## src/rtl/cache_arb_pkg.sv

```systemverilog
// Shared constants and FSM encoding for the two-requester cache word arbiter.
package cache_arb_pkg;
  localparam int CA_DEPTH = 8;
  localparam int CA_WIDTH = 16;
  localparam int CA_AW    = 3;

  typedef enum logic {
    IDLE  = 1'b0,
    CLEAR = 1'b1
  } arb_state_e;
endpackage

```

## src/rtl/cache_regfile_8_16.sv

```systemverilog
// Eight-word register file with a single write port and a combinational full-state view.
module cache_regfile_8_16
  import cache_arb_pkg::*;
#(
  parameter int DEPTH = CA_DEPTH,
  parameter int WIDTH = CA_WIDTH
) (
  input  logic                         clk,
  input  logic                         rst,
  input  logic                         we,
  input  logic [CA_AW-1:0]             waddr,
  input  logic [WIDTH-1:0]             wdata,
  output logic [DEPTH-1:0][WIDTH-1:0]  mem_state
);

  logic [DEPTH-1:0][WIDTH-1:0] r_mem;

  always_ff @(posedge clk) begin
    if (rst) begin
      r_mem <= '0;
    end else if (we) begin
      r_mem[waddr] <= wdata;
    end
  end

  assign mem_state = r_mem;

endmodule

```

## src/rtl/cache_arbiter_8_16.sv

```systemverilog
// Two-requester write arbiter with round-robin tie-break and a zeroing sweep over all words.
module cache_arbiter_8_16
  import cache_arb_pkg::*;
#(
  parameter int DEPTH = CA_DEPTH,
  parameter int WIDTH = CA_WIDTH
) (
  input  logic                         clk,
  input  logic                         rst,
  input  logic                         wr0_valid,
  input  logic [CA_AW-1:0]             wr0_addr,
  input  logic [WIDTH-1:0]             wr0_data,
  output logic                         wr0_ready,
  input  logic                         wr1_valid,
  input  logic [CA_AW-1:0]             wr1_addr,
  input  logic [WIDTH-1:0]             wr1_data,
  output logic                         wr1_ready,
  input  logic                         clear_req,
  output logic                         busy,
  output logic                         clear_done,
  input  logic [CA_AW-1:0]             rd_addr,
  output logic [WIDTH-1:0]             rd_data,
  output logic [DEPTH-1:0][WIDTH-1:0]  mem_state
);

  localparam logic [CA_AW-1:0] LAST_IDX = CA_AW'(DEPTH - 1);

  arb_state_e       r_state, w_state_nxt;
  logic [CA_AW-1:0] r_sweep, w_sweep_nxt;
  logic             r_prio, w_prio_nxt;

  logic             w_rdy0, w_rdy1, w_busy, w_done;
  logic             w_we;
  logic [CA_AW-1:0] w_waddr;
  logic [WIDTH-1:0] w_wdata;
  logic [DEPTH-1:0][WIDTH-1:0] w_mem;

  always_ff @(posedge clk) begin
    if (rst) begin
      r_state <= IDLE;
      r_sweep <= '0;
      r_prio  <= 1'b0;
    end else begin
      r_state <= w_state_nxt;
      r_sweep <= w_sweep_nxt;
      r_prio  <= w_prio_nxt;
    end
  end

  always_comb begin
    w_state_nxt = r_state;
    w_sweep_nxt = r_sweep;
    w_prio_nxt  = r_prio;
    w_rdy0      = 1'b0;
    w_rdy1      = 1'b0;
    w_busy      = 1'b0;
    w_done      = 1'b0;
    w_we        = 1'b0;
    w_waddr     = '0;
    w_wdata     = '0;

    case (r_state)
      IDLE: begin
        w_sweep_nxt = '0;
        // A pending clear wins over both writers for this cycle.
        if (clear_req) begin
          w_state_nxt = CLEAR;
        end else begin
          w_rdy0 = wr0_valid && (!wr1_valid || !r_prio);
          w_rdy1 = wr1_valid && !w_rdy0;
          if (w_rdy0) begin
            w_we       = 1'b1;
            w_waddr    = wr0_addr;
            w_wdata    = wr0_data;
            w_prio_nxt = 1'b1;
          end else if (w_rdy1) begin
            w_we       = 1'b1;
            w_waddr    = wr1_addr;
            w_wdata    = wr1_data;
            w_prio_nxt = 1'b0;
          end
        end
      end
      CLEAR: begin
        w_busy      = 1'b1;
        w_we        = 1'b1;
        w_waddr     = r_sweep;
        w_wdata     = '0;
        w_sweep_nxt = r_sweep + 1'b1;
        if (r_sweep == LAST_IDX) begin
          w_done      = 1'b1;
          w_state_nxt = IDLE;
        end
      end
      default: w_state_nxt = IDLE;
    endcase

    // Reset cycle presents a quiet interface regardless of the current state.
    if (rst) begin
      w_rdy0 = 1'b0;
      w_rdy1 = 1'b0;
      w_busy = 1'b0;
      w_done = 1'b0;
      w_we   = 1'b0;
    end
  end

  cache_regfile_8_16 #(
    .DEPTH (DEPTH),
    .WIDTH (WIDTH)
  ) u_regfile (
    .clk       (clk),
    .rst       (rst),
    .we        (w_we),
    .waddr     (w_waddr),
    .wdata     (w_wdata),
    .mem_state (w_mem)
  );

  assign wr0_ready  = w_rdy0;
  assign wr1_ready  = w_rdy1;
  assign busy       = w_busy;
  assign clear_done = w_done;
  assign mem_state  = w_mem;
  assign rd_data    = w_mem[rd_addr];

endmodule

```

## config.mk

```make
export PLATFORM = sky130hd
export DESIGN_NAME = cache_arbiter_8_16
export DESIGN_NICKNAME = d
export VERILOG_FILES = /design/src/rtl/cache_arb_pkg.sv /design/src/rtl/cache_regfile_8_16.sv /design/src/rtl/cache_arbiter_8_16.sv
export SDC_FILE = /design/constraint.sdc
export NUM_CORES = 1
export LEC_CHECK = 0
export BUFFER_PORTS_ARGS = -buffer_cell sky130_fd_sc_hd__buf_2
export CORE_UTILIZATION = 43
export DETAILED_ROUTE_END_ITERATION = 8
export PLACE_DENSITY = 0.7
export SKIP_LAST_GASP = 1
export SLEW_MARGIN = 20
export SYNTH_ARGS = -nofsm -noshare
export SYNTH_HDL_FRONTEND = slang
export SYNTH_SLANG_ARGS = --single-unit
export TNS_END_PERCENT = 10
```

## constraint.sdc

```tcl
create_clock -name clk -period 2.2 [get_ports clk]
set_input_delay 0.11 -clock clk [delete_from_list [all_inputs] [get_ports clk]]
set_output_delay 0.11 -clock clk [all_outputs]
set_load 0.05 [all_outputs]
```

==> results.py <==
metrics = {
    "yosys": {
        "ys_ff_latch": 133,
        "ys_seq_area_share_pct": 39.91,
        "yosysTopAreaCellShare_pct": 39.91,
        "netlist_instances": 552,
        "synth_flop_cell": "dfxtp_1",
        "syn-cell-area_um2": 6671,
        "ys_types": 35,
        "synth_largest_area_cell": "dfxtp_1",
        "synth_area_leaders": "dfxtp_1 40%, mux2_2 19%, nor2b_1 12%, mux4_2 11%, mux2_4 6.8%",
        "synth.most_common_cell": "dfxtp_1",
        "syn_nets": 600,
        "synthArstFlopShare_pct": 0,
        "ys_top_cells_by_count": "133 x dfxtp_1, 130 x nor2b_1, 114 x mux2_2",
        "yosys_warnings": 0,
        "synth_edf_count": 0,
        "syn_avg_cell_area_um2": 12.09,
    },
    "layout": {
        "final_util_pct": 56.10,
        "drive_gt1_share_pct": 57.48,
        "layout.nets": 798,
        "final_cell_area_um2": 8497,
        "diodes": 0,
        "area_growth_pct": 27.36,
    },
    "detailed_routing": {
        "ant_nets": 0,
        "wl_per_cell_um": 19.09,
        "drt_iter0_markers": 233,
        "first_pass_iters": 4,
        "routed-via-count": 5056,
        "drc": 0,
        "wirelength_mm": 18.13,
        "vias_per_cell": 5.322,
    },
    "worst_setup_path": {
        "max_stage_delay_ns": 0.48,
        "cp_data_arrival_time_ns": 2.42,
        "crit_path_start_kind": "flip-flop",
        "critPathBufInv": 1,
        "cp_max_fo": 10,
        "cp.required_ns": 2.51,
        "end_kind": "flip-flop",
        "path_class": "flip-flop to flip-flop",
        "crit_family": "compound AO/OA/AOI/OAI gates",
        "path_cells": "nor3b_2 > and2_1 > a221o_2 > nor3_4 > buf_4 > mux2_2",
        "cp_slowest_cell": "a221o_2",
    },
    "timing": {
        "maxSlewViolCount": 0,
        "fmax_ghz": 0.4731,
        "worstMarginPinSlew_ns": 0.7251,
        "period_share_pct": 96.08,
        "setup_tns_ns": 0,
        "skew_ns": 0.008027,
        "rsz0062_at_grt": "true",
        "slew_headroom_pct": 51.66,
        "finalHoldViolCount": 0,
        "period_minus_slack_ns": 2.114,
        "finalSetupViolations": 0,
    },
    "job": {
        "maxCapViolCount": 0,
    },
    "worst_hold_path": {
        "holdCritPathClass": "input port to flip-flop",
    },
    "power_and_ir_drop": {
        "switching_share_pct": 23.53,
        "p_seq_share_pct": 43.6,
        "power.switching_mw": 1.319,
        "power_frac_comb_pct": 8.0,
        "p_int_mw": 4.285,
        "powerDensity_nw_per_um2": 659.6,
        "vdd_drop_max_mv": 0.4757,
        "p_leak_nw": 4.049,
        "clkPwrFrac_pct": 48.4,
    },
    "outcome": {
        "status": "completed",
    },
    "clock_network": {
        "htree_levels": 4,
        "post_cts.repair.setup_buffers": 0,
        "cts_buffers": 17,
        "postCtsHoldBufs": 0,
        "clockBufferDepth": 2,
        "worst_setup_hold_path_clk_slew_ns": 0.06,
        "root_buffer": "clkbuf_16",
        "cts_tree": "built",
        "cts_resized": 0,
        "cts_num_sinks": 133,
        "insertion_delay_ns": 0.42,
    },
    "floorplanning": {
        "dieArea_um2": 16020,
        "die_h_um": 126.6,
        "num_io_pins": 194,
        "num_rows": 45,
        "die_w_um": 126.6,
        "initial_core_util_pct": 44.05,
        "core_um2": 15150,
    },
    "global_route": {
        "grt_usage_pct": 23.41,
        "grt_pass1_vias": 5136,
        "grt_max_degree": 151,
        "grt.overflow.total": 0,
        "grt_pass1_wl_mm": 28.33,
        "antenna_found_initial": 1,
    },
    "placed_design": {
        "gp_congestion": 0.8354,
        "io_buffers": 193,
        "hpwl_mm": 12.72,
        "postPlaceCellArea_um2": 7923,
    },
}
-- final timing paths --
| kind | from | end | slack (ns) | depth (start not counted) |
|---|---|---|---|---|
| max | r_state | u_regfile.mem_state[39] | 0.09 | 6 |
| min | clear_req | r_state | 0.03 | 3 |
| max reg2reg | r_state | u_regfile.mem_state[39] | 0.09 | 6 |
| min reg2reg | r_sweep[0] | r_sweep[0] | 0.48 | 1 |
-- power by group through the flow --
stage                     logic (mW)  registers [mW]  clock network [mW]
after global routing           0.475            2.44                2.88
after global placement         0.441            2.49                   0
after floorplan                0.257            2.53                   0
final                          0.448            2.44                2.71
after detailed placement       0.449            2.49                   0
after CTS                      0.450            2.44                2.77
-- cell usage in the layout (no fill, tap or decap), drive strengths merged, types with 6 or more instances in the layout --
cell type,n
clkbuf,23
buf,219
and2,7
nor2,20
mux2,144
a22oi,16
mux4,32
dfxtp,133
nor2b,130
nand3,6
-- logic make-up (layout without fill, tap and decap cells) --
kind of cell	count (synthesis)	after routing	synth area share [%]
AOI/OAI and AO/OA	25	25	2.945
DFF	133	133	39.91
adders and majority gates	2	2	0.3750
muxes	176	176	36.80
and+or+nand+nor	174	174	16.24
buffers and inverters	42	252	3.732
-- worst min-delay path, delay by kind of cell --
family	cells	cell delay, ns
compound gates	1	0.06
buf+inv	1	0.13
simple gates	1	0.10
-- layout make-up --
| cell class | count | area, µm² |
|---|---|---|
| multi-input cells | 377 | 3769 |
| well taps | 188 | 235.2 |
| fillers | 1302 | 6649 |
| repair buffers | 219 | 1251 |
| clock inverters | 8 | 73.82 |
| flip-flops and latches | 133 | 2663 |
| inverters | 2 | 7.507 |
| clock buffers | 23 | 498.0 |
-- per-layer routing --
metal	GRT usage, %	part of all wire (%)	up-vias
met2	38.87	48	199
met5	0	0.055	-
met1	29.20	44	2468
li1	-	-	2356
met3	6.580	5.8	31
met4	8.009	1.9	2
-- state kept, by name (all words and copies together), names as in the netlist --
signal	count
r_prio	1
r_state	1
u_regfile.mem_state	128
r_sweep	3
-- stage by stage --
| step | hold slack (ns) | total power [mW] | setup slack (ns) | std cells |
|---|---|---|---|---|
| floorplan | 0.2926 | 2.792 | 0.1166 | 552 |
| global placement | 0.4452 | 2.935 | 0.1603 | 919 |
| detailed placement | 0.4565 | 2.943 | 0.09344 | 919 |
| CTS | 0.007536 | 5.659 | 0.08291 | 950 |
| global route | 0.02975 | 5.796 | -0.02447 | 950 |
| finish | 0.02724 | 5.604 | 0.08623 | 950 |
Note: power is estimated with default switching activity, not from simulation.
